$ cat config.mk
export PLATFORM = sky130hd
export DESIGN_NAME = rom_read_arbiter
export DESIGN_NICKNAME = d
export VERILOG_FILES = /design/src/rtl/rom_read_arbiter.sv
export SDC_FILE = /design/constraint.sdc
export NUM_CORES = 1
export LEC_CHECK = 0
export BUFFER_PORTS_ARGS = -buffer_cell sky130_fd_sc_hd__buf_2
export CAP_MARGIN = 20
export CORE_MARGIN = 4
export CORE_UTILIZATION = 52
export CTS_CLUSTER_DIAMETER = 100
export DETAILED_ROUTE_END_ITERATION = 10
export PLACE_DENSITY = 0.87
export SLEW_MARGIN = 40
export SYNTH_ARGS = -nofsm -noshare
export SYNTH_HDL_FRONTEND = slang
export SYNTH_SLANG_ARGS = --single-unit
$ cat constraint.sdc
create_clock -name clk -period 2.91 [get_ports clk]
set_input_delay 0.1455 -clock clk [delete_from_list [all_inputs] [get_ports clk]]
set_output_delay 0.1455 -clock clk [all_outputs]
set_load 0.02 [all_outputs]
$ cat src/rtl/rom_read_arbiter.sv
// Round-robin arbiter sharing one synchronous ROM between NUM_REQ clients.
// Ports:
//   clk, rst (async, active-low)
//   req / req_addr    : per-client read requests and packed addresses
//   gnt               : one-hot grant pulse (registered)
//   rsp_valid/rsp_data: one-hot response strobe and read data
//   rom_en/rom_address: registered ROM controls (sole driver)
//   rom_data_in       : ROM registered data output
//   busy              : any grant or read in flight
module rom_read_arbiter #(
    parameter int NUM_REQ = 4,
    parameter int ADDR_W  = 2,
    parameter int DATA_W  = 4
) (
    input  logic                      clk,
    input  logic                      rst,
    input  logic [NUM_REQ-1:0]        req,
    input  logic [NUM_REQ*ADDR_W-1:0] req_addr,
    output logic [NUM_REQ-1:0]        gnt,
    output logic [NUM_REQ-1:0]        rsp_valid,
    output logic [DATA_W-1:0]         rsp_data,
    output logic                      rom_en,
    output logic [ADDR_W-1:0]         rom_address,
    input  logic [DATA_W-1:0]         rom_data_in,
    output logic                      busy
);

    localparam int PW = (NUM_REQ > 1) ? $clog2(NUM_REQ) : 1;

    localparam logic [PW-1:0]      LAST  = PW'(NUM_REQ - 1);
    localparam logic [PW:0]        NREQ  = (PW+1)'(NUM_REQ);
    localparam logic [NUM_REQ-1:0] ONE_H = NUM_REQ'(1);

    logic [PW-1:0]        ptr;
    logic [NUM_REQ-1:0]   eligible;
    logic                 found;
    logic [PW-1:0]        win;
    logic [PW:0]          sum;
    logic [PW-1:0]        ptr_nxt;
    logic [NUM_REQ-1:0]   win_oh;
    logic [ADDR_W-1:0]    win_addr;

    logic                 s1_v;
    logic [PW-1:0]        s1_tag;
    logic                 s2_v;
    logic [PW-1:0]        s2_tag;

    // A client granted this cycle sits out the next edge, so a
    // lone requester holding req high gets a fresh read every
    // other cycle.
    assign eligible = req & ~gnt;

    // Rotating priority search starting at ptr; the modulo is done
    // by a compare-and-subtract so NUM_REQ need not be a power of 2.
    always_comb begin
        found = 1'b0;
        win   = '0;
        sum   = '0;
        for (int k = 0; k < NUM_REQ; k++) begin
            sum = {1'b0, ptr} + (PW+1)'(k);
            if (sum >= NREQ) begin
                sum = sum - NREQ;
            end
            if (!found && eligible[sum[PW-1:0]]) begin
                found = 1'b1;
                win   = sum[PW-1:0];
            end
        end
    end

    assign ptr_nxt  = (win == LAST) ? '0 : win + PW'(1);
    assign win_oh   = ONE_H << win;
    assign win_addr = req_addr[int'(win)*ADDR_W +: ADDR_W];

    // Grant stage: issues the ROM read and tags it with the winner.
    always_ff @(posedge clk or negedge rst) begin
        if (!rst) begin
            gnt         <= '0;
            rom_en      <= 1'b0;
            rom_address <= '0;
            s1_v        <= 1'b0;
            s1_tag      <= '0;
            ptr         <= '0;
        end else if (found) begin
            gnt         <= win_oh;
            rom_en      <= 1'b1;
            rom_address <= win_addr;
            s1_v        <= 1'b1;
            s1_tag      <= win;
            ptr         <= ptr_nxt;
        end else begin
            gnt         <= '0;
            rom_en      <= 1'b0;
            s1_v        <= 1'b0;
        end
    end

    // ROM-access stage: the ROM samples en/address on this edge.
    always_ff @(posedge clk or negedge rst) begin
        if (!rst) begin
            s2_v   <= 1'b0;
            s2_tag <= '0;
        end else begin
            s2_v   <= s1_v;
            s2_tag <= s1_tag;
        end
    end

    // Response stage: ROM data is valid now; route it by tag.
    always_ff @(posedge clk or negedge rst) begin
        if (!rst) begin
            rsp_valid <= '0;
            rsp_data  <= '0;
        end else if (s2_v) begin
            rsp_valid <= ONE_H << s2_tag;
            rsp_data  <= rom_data_in;
        end else begin
            rsp_valid <= '0;
        end
    end

    assign busy = (|gnt) | s1_v | s2_v;

endmodule

==> results of run 1 <==
## registers in the layout (all words and copies together) (netlist names)
| signal | flops |
|---|---|
| s2_tag | 2 |
| rsp_data | 4 |
| rsp_valid | 4 |
| rom_address | 2 |
| gnt | 4 |
| s1_v | 1 |
| s2_v | 1 |
| s1_tag | 2 |
| ptr | 2 |
## worst paths after layout
path / from / to / cells past startpoint
setup / recovery: gnt[3]$_DFF_PN0_ / ptr[1]$_DFFE_PN0P_ / 6
hold / removal: rom_data_in[0] / rsp_data[0]$_DFFE_PN0P_ / 2
setup reg to reg: gnt[3]$_DFF_PN0_ / ptr[1]$_DFFE_PN0P_ / 6
hold reg to reg: s1_tag[0]$_DFFE_PN0P_ / s2_tag[0]$_DFF_PN0_ / 0
max in group asynchronous: rst / rsp_valid[1]$_DFF_PN0_ / 2
min in group asynchronous: rst / rsp_data[0]$_DFFE_PN0P_ / 2
## per-stage QoR
step / utilization [%] / cells / worst slack (ns) / hold WS, ns / total power [mW]
floorplan: - / 81 / 1.04 / -0.150 / 0.923
global placement: 66.7 / 137 / 0.987 / 0.121 / 1.05
global route: 70.2 / 142 / 0.704 / 0.0401 / 1.40
CTS: 70.2 / 142 / 0.813 / 0.0594 / 1.32
detailed placement: 66.7 / 137 / 0.839 / 0.126 / 1.09
finish: 70.2 / 142 / 0.823 / 0.0694 / 1.31
## Yosys cell counts (2+ instances only)
cell type	number	share of area (%)
o21ai_0	3	1.5
inv_1	7	2.6
ha_1	4	4.9
nand2b_4	2	2.7
mux2i_1	3	2.9
nor2_1	4	1.5
and2_1	4	2.5
nand2_1	2	0.74
nor3b_1	2	1.5
dfrtp_1	22	54
nand2b_1	2	1.2
mux2_2	5	5.5
## cell type report
| cell class | count | area, sq um |
|---|---|---|
| sequential | 22 | 551 |
| fill | 143 | 537 |
| multi-input combinational | 50 | 429 |
| timing repair buffer | 34 | 175 |
| tap | 25 | 31.3 |
| clock inverter | 1 | 30.0 |
| inverter | 7 | 26.3 |
| clock buffer | 3 | 22.5 |
## layer usage
| metal | vias to the layer above | routed length [um] | share of wire, % |
|---|---|---|---|
| met2 | 25 | 1060 | 52 |
| met5 | - | 0 | 0 |
| li1 | 352 | - | - |
| met4 | 0 | 20 | 0.98 |
| met3 | 2 | 128 | 6.3 |
| met1 | 358 | 838 | 41 |
## cell families after synthesis
logic type               count (synthesis)  share of synthesized area (%)
AND/OR/NAND/NOR                         25                           16.4
flip-flops                              22                           53.9
AO/OA/AOI/OAI                           12                           10.8
buffers and inverters                    9                           4.04
multiplexers                             9                           9.93
adder cells (fa/ha/maj)                  4                           4.90
## worst max-delay path, cell delays in order (launching register included)
cell and delay [ns]:
dfrtp_1 0.46, nand2b_1 0.18, nand4_1 0.41, nor2_1 0.29
nor2_2 0.10, ha_1 0.29, mux2_2 0.26
## cell usage in the layout (no fill, tap or decap), drive strengths merged
cell	instances
o22a	1
dfrtp	22
o21bai	1
a311oi	2
nand4	1
nand3	1
mux2	6
ha	4
and2	4
dlygate4sd3	1
nor2	5
bufinv	1
nor4	1
a21oi	1
o22ai	2
o221a	1
nor3b	2
nand2	3
o21ai	4
and3b	1
nand2b	4
and3	1
inv	7
nor2b	2
mux2i	3
buf	33
clkbuf	3
## repair_timing
action,4_1_cts,5_1_grt
hold buffers,1,0
buffers inserted,0,0
hold endpoints to repair,22,0
## power by group through the flow
stage / clock [mW] / combinational [mW] / sequential, mW
2_1_floorplan: 0 / 0.334 / 0.589
3_3_place_gp: 0 / 0.544 / 0.511
3_5_place_dp: 0 / 0.567 / 0.524
4_1_cts: 0.235 / 0.570 / 0.516
5_1_grt: 0.252 / 0.617 / 0.533
6_report: 0.228 / 0.566 / 0.518
==> out/qor.yml, run 1 <==
global_routing:
  grt_max_degree: 23
  antenna_found_initial: 0
  grt_first_pass_wirelength_um: 3190
  grt_util_met1_pct: 19.2
  gr-usage-met2_pct: 28.9
  gr-total-overflow: 0
  groute.usage.overall_pct: 16.4
  grt.met3_usage_pct: 3.42
  global_routing_s_busiest_layer: "met2"
  number_of_global_route_vias_before_repair: 717
power_and_ir_drop:
  power.switching_fraction_pct: 38.4
  p_sw_mw: 0.503
  power_density_nw_per_um2: 1040
  cell_internal_pwr_mw: 0.809
  worst_ir_drop_vdd_mv: 0.550
  share_clk_of_total_power_pct: 17.4
  share_comb_of_total_power_pct: 43.2
  power_leakage_nw: 0.639
  pwr-share-seq_pct: 39.5
clock_tree:
  h_tree_levels: 1
  number_of_buffers_on_the_longest_clock_path: 2
  clkTransAtPathRegs_ns: 0.12
  root_buffer: "clkbuf_4"
  cts_inserted_buffers: 3
  cts_tree: "done"
  cts_num_sinks: 22
  insertion_delay_ns: 0.30
  cts.repair.resized: 0
final_layout:
  finalInstanceArea_sq_um: 1260
  nets: 140
  drive_above_1_share_pct: 44.4
  antennaDiodeCount: 0
  layout_overhead_on_the_synthesized_area_pct: 23.9
job:
  maxCapViolations: 0
timing:
  timing.final.max_slew_violations: 0
  timing_hold_violations_final: 0
  timing.fmax_ghz: 0.479
  totalNegativeSetupSlack_ns: 0
  period_share_pct: 71.7
  clock-skew-final_ns: 0.00125
  rsz0062_at_grt: "false"
  setup_viol_count_final: 0
  slew_headroom_pct: 67.8
  max_slew.worst_pin.slew_ns: 0.481
  post-route-min-period_ns: 2.09
critical_path:
  crit_path_end_kind: "flop"
  worstPathRequired_ns: 3.11
  critPathLaunchType: "flop"
  crit_fanout: 12
  critPathArrivalTime_ns: 2.29
  setup.reg_to_reg.worst_slack_ns: 0.82
  worst-setup-path-type: "flop to flop"
synthesis:
  async_reset_ff_share_pct: 100
  synth_nets: 103
  synth.ff_latch_count: 22
  seq_area_frac_synth_pct: 53.9
  synthDistinctLibCells: 33
  synth-edff-count: 0
  netlist_area_sq_um: 1020
  ys.flop_type: "dfrtp_1"
  syn-mean-instance-area_sq_um: 12.6
  synth_warnings: 0
  post_synth_inst_count: 81
outcome:
  run_status: "complete, no violations"
route:
  drt_pass1_iterations: 4
  via_per_inst: 5.19
  via_count: 737
  drt-total-wl_um: 2050
  ant_nets: 0
  detail_route.wl_per_cell_um: 14.4
  drt_iter0_drc: 5
  drcViolationCount: 0
die:
  fp.coreArea_sq_um: 1800
  rows: 15
  io-pin-count: 34
  die_wd_um: 52.3
  die_footprint_sq_um: 2740
  start_util_pct: 56.7
  die-height_um: 52.3
hold_path:
  holdCritPathClass: "input port to flop"
place:
  place.detailed.hpwl_um: 1590
  placed_area_sq_um: 1200
  port_buffers: 33
  gp_congestion: 0.781
No activity file was read; power rests on OpenSTA's default activity.
==> inputs of run 2 (changes only) <==
--- a/config.mk
+++ b/config.mk
@@ -8,10 +8,10 @@
 export BUFFER_PORTS_ARGS = -buffer_cell sky130_fd_sc_hd__buf_2
 export CAP_MARGIN = 20
 export CORE_MARGIN = 4
-export CORE_UTILIZATION = 52
+export CORE_UTILIZATION = 44
 export CTS_CLUSTER_DIAMETER = 100
 export DETAILED_ROUTE_END_ITERATION = 10
-export PLACE_DENSITY = 0.87
+export PLACE_DENSITY = 0.79
 export SLEW_MARGIN = 40
 export SYNTH_ARGS = -nofsm -noshare
 export SYNTH_HDL_FRONTEND = slang
==> constraint.sdc (replaced) <==
create_clock -name clk -period 1.8 [get_ports clk]
set_input_delay 0.09 -clock clk [delete_from_list [all_inputs] [get_ports clk]]
set_output_delay 0.09 -clock clk [all_outputs]
set_load 0.02 [all_outputs]
==> run 2 against run 1 <==
  * Sequential power increased by 66%
  * Clock power is 63% higher
  * Cell count rose by 7.7%
  * First-iteration DRC count grew 20%
  * Wire length shrank 0.24%
  * Worst hold slack got worse by 0.058 ns
  * Clock skew is 0.0037 ns higher
  * Utilization decreased by 6.7 points
  * Critical endpoint is now rom_address[1]$_DFFE_PN0P_
  * Largest cell class unchanged
  * Largest power group unchanged
  * Highest routed layer unchanged
==> out/qor.yml, run 2 (same netlist as run 1, synthesis figures left out) <==
clock_tree:
  cts_inserted_buffers: 3  # unchanged
  h_tree_levels: 1  # unchanged
  cts_tree: "done"
  cts_num_sinks: 22  # unchanged
  insertion_delay_ns: 0.30  # about the same
  clkTransAtPathRegs_ns: 0.12  # about the same
  number_of_buffers_on_the_longest_clock_path: 2  # unchanged
  root_buffer: "clkbuf_4"
final_layout:
  nets: 148  # +5.7%
  layout_overhead_on_the_synthesized_area_pct: 37.6
  antennaDiodeCount: 0  # unchanged
  mostFrequentLayoutCells: "33 x buf_2, 19 x dfrtp_1, 7 x inv_1"
  final_core_utilization_pct: 63.5  # -6.7 points
  finalInstanceArea_sq_um: 1410  # +11%
  mostFrequentLayoutCell: "buf_2"
  drive_above_1_share_pct: 52.0  # +7.6 points
  layout_top_registers: "gnt x4, rsp_data x4, rsp_valid x4"
global_routing:
  grt_max_degree: 23  # unchanged
  gr-total-overflow: 0  # unchanged
  antenna_found_initial: 0  # unchanged
  groute.usage.overall_pct: 13.5  # -2.9 points
  number_of_global_route_vias_before_repair: 753  # +5.0%
  grt_first_pass_wirelength_um: 3400  # +6.5%
power_and_ir_drop:
  power.switching_fraction_pct: 37.7  # -0.66 points
  p_sw_mw: 0.891  # +77%
  pwr-share-seq_pct: 36.3  # -3.2 points
  power_density_nw_per_um2: 1680  # +62%
  share_comb_of_total_power_pct: 48.0  # +4.8 points
  worst_ir_drop_vdd_mv: 1.10  # +100%
  cell_internal_pwr_mw: 1.47  # +82%
  power_leakage_nw: 0.691  # +8.1%
  share_clk_of_total_power_pct: 15.7  # -1.7 points
timing:
  worst_slack_ns: 0.0281  # -0.795 ns
  max_slew.worst_pin.slew_ns: 0.463  # -0.0178 ns
  fin_hold_ws_ns: 0.0113  # -0.0581 ns
  rsz0062_at_grt: "true"
  setup_viol_count_final: 0  # unchanged
  slew_headroom_pct: 69.1  # +1.3 points
  timing.fmax_ghz: 0.564  # +18%
  timing.final.max_slew_violations: 0  # unchanged
  totalNegativeSetupSlack_ns: 0  # unchanged
  timing_hold_violations_final: 0  # unchanged
  post-route-min-period_ns: 1.77  # -0.315 ns
  period_share_pct: 98.4  # +27 points
  clock-skew-final_ns: 0.00490  # +0.00365 ns
critical_path:
  critical_path_cell_count: 7  # +1
  crit_chain: "nand2b_4 -> o221a_4 -> o21ai_4 -> buf_6 -> mux2i_1 -> o22ai_1 -> o21bai_1"
  cp_num_buf_inv: 1  # +1
  crit_fanout: 4  # -8
  worst-setup-path-type: "flop to flop"
  setup.reg_to_reg.worst_slack_ns: 0.03  # -0.80 ns
  critPathMaxStageDelay_ns: 0.45  # about the same
  crit_slowest_cell: "dfrtp_2"
  reg2reg_depth: 7  # +1
  critical_path.top_delay_family: "compound AO/OA/AOI/OAI gates"
  crit_path_end_kind: "flop"
  worstPathRequired_ns: 1.99  # -1.12 ns
  critPathArrivalTime_ns: 1.96  # -0.33 ns
  critPathLaunchType: "flop"
outcome:
  run_status: "complete, no violations"
route:
  drt_pass1_iterations: 2  # -2
  detail_route.wl_per_cell_um: 13.3  # -7.4%
  ant_nets: 0  # unchanged
  via_count: 743  # +0.81%
  drt-total-wl_um: 2040  # -0.24%
  drcViolationCount: 0  # unchanged
  drt_iter0_drc: 6  # +1
  via_per_inst: 4.86  # -6.4%
die:
  die_wd_um: 56.2  # +7.4%
  die-height_um: 56.2  # +7.4%
  start_util_pct: 46.2  # -11 points
  fp.coreArea_sq_um: 2210  # +23%
  rows: 17  # +2
  die_footprint_sq_um: 3160  # +15%
  io-pin-count: 34  # unchanged
place:
  post-place-ws_ns: 0.0126  # -0.827 ns
  port_buffers: 33  # unchanged
  gp_congestion: 0.774  # -0.91%
  place.detailed.hpwl_um: 1480  # -7.0%
  placed_area_sq_um: 1250  # +3.6%
hold_path:
  holdCritPathClass: "input port to flop"
  worst_hold_path_stage_count: 2  # unchanged
job:
  maxCapViolations: 0  # unchanged
run 2: worst reg2reg max path, stage by stage (launching register included):
cell	delay (ns)
dfrtp_2	0.45
nand2b_4	0.16
o221a_4	0.27
o21ai_4	0.20
buf_6	0.15
mux2i_1	0.19
o22ai_1	0.09
o21bai_1	0.16
run 2: layout make-up:
cell class,count,area (sq um)
Fill cell,183,807
Sequential cell,22,554
Multi-Input combinational cell,50,490
Timing Repair Buffer,42,246
Tap cell,28,35.0
Clock inverter,1,30.0
Inverter,7,26.3
Clock buffer,3,22.5
run 2: timing repair:
item                                    CTS  global route
buffers inserted                          0             3
pin swaps                                 1             4
gates resized for setup                   2             5
hold buffers                              3             1
endpoints found under the setup margin    2             5
gates cloned                              0             0
endpoints found under the hold margin    24             1
run 2: per-layer routing:
layer,wire (um),global-route usage [%],vias up
met1,887,17.4,355
li1,-,-,365
met5,0,0,-
met4,14,4.07,0
met3,118,3.25,2
met2,1020,22.2,21
run 2: stage by stage:
step | cells | total power [mW]
final | 153 | 2.36
after global routing | 153 | 2.54
after CTS | 149 | 2.24
after detailed placement | 142 | 1.84
after global placement | 142 | 1.79
after floorplan | 81 | 1.54
run 2: path summary, 6_finish.rpt:
kind	start	endpoint
hold reg to reg	s1_tag[0]$_DFFE_PN0P_	s2_tag[0]$_DFF_PN0_
min in group asynchronous	rst	rsp_data[3]$_DFFE_PN0P_
hold / removal	rom_data_in[3]	rsp_data[3]$_DFFE_PN0P_
setup / recovery	gnt[2]$_DFF_PN0_	rom_address[1]$_DFFE_PN0P_
setup reg to reg	gnt[2]$_DFF_PN0_	rom_address[1]$_DFFE_PN0P_
max in group asynchronous	rst	gnt[2]$_DFF_PN0_
run 2: power by group through the flow:
stage	Sequential (mW)	Combinational (mW)	Clock, mW
floorplan	0.965	0.576	0
detailed placement	0.853	0.983	0
global placement	0.840	0.950	0
finish	0.858	1.13	0.372
CTS	0.851	1.01	0.379
global route	0.883	1.25	0.404
==> inputs of run 3 (changes only) <==
--- a/config.mk
+++ b/config.mk
@@ -7,6 +7,7 @@
 export LEC_CHECK = 0
 export BUFFER_PORTS_ARGS = -buffer_cell sky130_fd_sc_hd__buf_2
 export CAP_MARGIN = 20
+export CORE_ASPECT_RATIO = 1.1
 export CORE_MARGIN = 4
 export CORE_UTILIZATION = 44
 export CTS_CLUSTER_DIAMETER = 100
==> run 3 against run 2 <==
  * Die area is essentially flat
  * Sequential share of layout area down 0.59 points
  * Via count increased by 2.8%
  * Sequential power down 1%
  * Clock-buffer cell count unchanged
  * Clock skew is 0.0034 ns higher
  * Largest power group unchanged
  * Clock power about the same
  * Non-clock buffer count increased by 3
  * Critical path type unchanged
  * Global-route usage is 1.6 points higher
==> out/qor.yml, run 3 (same netlist as run 1, synthesis figures left out) <==
die:
  start_util_pct: 45.8  # -0.36 points
  rows: 18  # +1
  die_wd_um: 53.9  # -4.0%
  fp.coreArea_sq_um: 2230  # +0.79%
  die_footprint_sq_um: 3160  # about the same
  die-height_um: 58.5  # +4.2%
  io-pin-count: 34  # unchanged
final_layout:
  drive_above_1_share_pct: 53.1  # +1.1 points
  layout_top_registers: "gnt x4, rsp_data x4, rsp_valid x4"
  nets: 151  # +2.0%
  antennaDiodeCount: 0  # unchanged
  mostFrequentLayoutCell: "buf_2"
  layout_overhead_on_the_synthesized_area_pct: 39.7
  mostFrequentLayoutCells: "33 x buf_2, 19 x dfrtp_1, 7 x inv_1, 7 x buf_4, 5 x mux2_2"
  final_core_utilization_pct: 64.0  # +0.46 points
timing:
  setup_viol_count_final: 0  # unchanged
  timing.fmax_ghz: 0.570  # +0.96%
  slew_headroom_pct: 68.6  # -0.57 points
  clock-skew-final_ns: 0.00828  # +0.00338 ns
  timing_hold_violations_final: 0  # unchanged
  period_share_pct: 97.5  # -0.94 points
  post-route-min-period_ns: 1.76  # -0.0169 ns
  timing.final.max_slew_violations: 0  # unchanged
  max_slew.worst_pin.slew_ns: 0.472  # +0.00848 ns
place:
  port_buffers: 33  # unchanged
  gp_congestion: 0.785  # +1.5%
  place.detailed.hpwl_um: 1550  # +4.7%
route:
  detail_route.wl_per_cell_um: 13.6  # +2.3%
  drcViolationCount: 0  # unchanged
  drt_iter0_drc: 6  # unchanged
  drt-total-wl_um: 2160  # +5.6%
  ant_nets: 0  # unchanged
  drt_pass1_iterations: 3  # +1
  via_count: 764  # +2.8%
  via_per_inst: 4.84  # -0.43%
clock_tree:
  h_tree_levels: 1  # unchanged
  number_of_buffers_on_the_longest_clock_path: 2  # unchanged
  cts_tree: "done"
  root_buffer: "clkbuf_4"
  insertion_delay_ns: 0.31  # about the same
  cts_num_sinks: 22  # unchanged
  clkTransAtPathRegs_ns: 0.11  # about the same
  cts_inserted_buffers: 3  # unchanged
global_routing:
  gr-total-overflow: 0  # unchanged
  antenna_found_initial: 0  # unchanged
  number_of_global_route_vias_before_repair: 761  # +1.1%
  groute.usage.overall_pct: 15.1  # +1.6 points
  grt_first_pass_wirelength_um: 3460  # +1.8%
  grt_max_degree: 23  # unchanged
critical_path:
  critical_path.top_delay_family: "compound AO/OA/AOI/OAI gates"
  critPathArrivalTime_ns: 1.95  # about the same
  crit_path_end_kind: "flop"
  critPathMaxStageDelay_ns: 0.46  # about the same
  crit_fanout: 4  # unchanged
  worstPathRequired_ns: 2.00  # about the same
  cp_num_buf_inv: 1  # unchanged
  worst-setup-path-type: "flop to flop"
  crit_slowest_cell: "dfrtp_2"
  rr_startpoint: "gnt[0]$_DFF_PN0_"
  crit_chain: "nand2b_4 -> o221a_4 -> o21ai_4 -> buf_6 -> mux2_4 -> o22ai_2 -> a21oi_2"
  critPathLaunchType: "flop"
  worst_setup_path_startpoint: "gnt[0]$_DFF_PN0_"
hold_path:
  timing.hold.worst.start: "rom_data_in[1]"
  holdCritPathClass: "input port to flop"
job:
  maxCapViolations: 0  # unchanged
power_and_ir_drop:
  power_leakage_nw: 0.700  # +1.3%
  finalPower_mw: 2.40  # +1.6%
  worst_ir_drop_vdd_mv: 1.09  # -1.0%
  power_density_nw_per_um2: 1680  # +0.12%
outcome:
  run_status: "complete, no violations"
## run 3: stage by stage
step | hold WS, ns | std cells | setup WS [ns] | instance area, sq um | TNS [ns]
floorplan | -0.206 | 81 | 0.00204 | 1050 | 0
global placement | 0.0694 | 144 | 0.0755 | 1250 | 0
detailed placement | 0.0744 | 144 | 0.0204 | 1250 | 0
CTS | 0.00105 | 151 | 0.00202 | 1330 | 0
global route | 0.0263 | 158 | -0.0216 | 1430 | -0.0570
finish | 0.0335 | 158 | 0.0450 | 1430 | 0
## run 3: repair_timing
action                     in CTS  in global routing
setup endpoints to repair       1                  5
hold endpoints to repair       23                  2
pin swaps                       0                  3
hold buffers                    2                  2
gates resized for setup         0                  6
gates cloned                    0                  0
setup buffers                   1                  5
## run 3: routing by layer
metal | up-vias | share of wire, % | track usage, %
met1 | 372 | 40 | 18.9
li1 | 369 | - | -
met5 | - | 0 | 0
met4 | 0 | 0.88 | 4.38
met3 | 2 | 5.7 | 2.78
met2 | 21 | 54 | 26.0
## run 3: power by group
part | leakage (nW) | total [mW] | internal (mW) | switching, mW
clock network | 0.0279 | 0.370 | 0.225 | 0.145
registers | 0.260 | 0.849 | 0.689 | 0.160
logic | 0.413 | 1.18 | 0.583 | 0.601
## run 3: area by class of cell
cell class              count  area [sq um]
repair buffers             45           269
inverters                   7          26.3
flip-flops and latches     22           554
multi-input cells          50           487
fillers                   179           803
clock buffers               3          22.5
clock inverters             1          30.0
well taps                  30          37.5
## run 3: worst paths after layout
check	to	slack (ns)	cells after the start
worst max-delay path	rom_address[0]$_DFFE_PN0P_	0.04	7
worst min-delay path	rsp_data[1]$_DFFE_PN0P_	0.03	2
worst max register to register	rom_address[0]$_DFFE_PN0P_	0.04	7
worst min register to register	s2_tag[1]$_DFF_PN0_	0.39	0
max in group asynchronous	gnt[1]$_DFF_PN0_	1.19	2
min in group asynchronous	s1_tag[0]$_DFFE_PN0P_	0.25	2
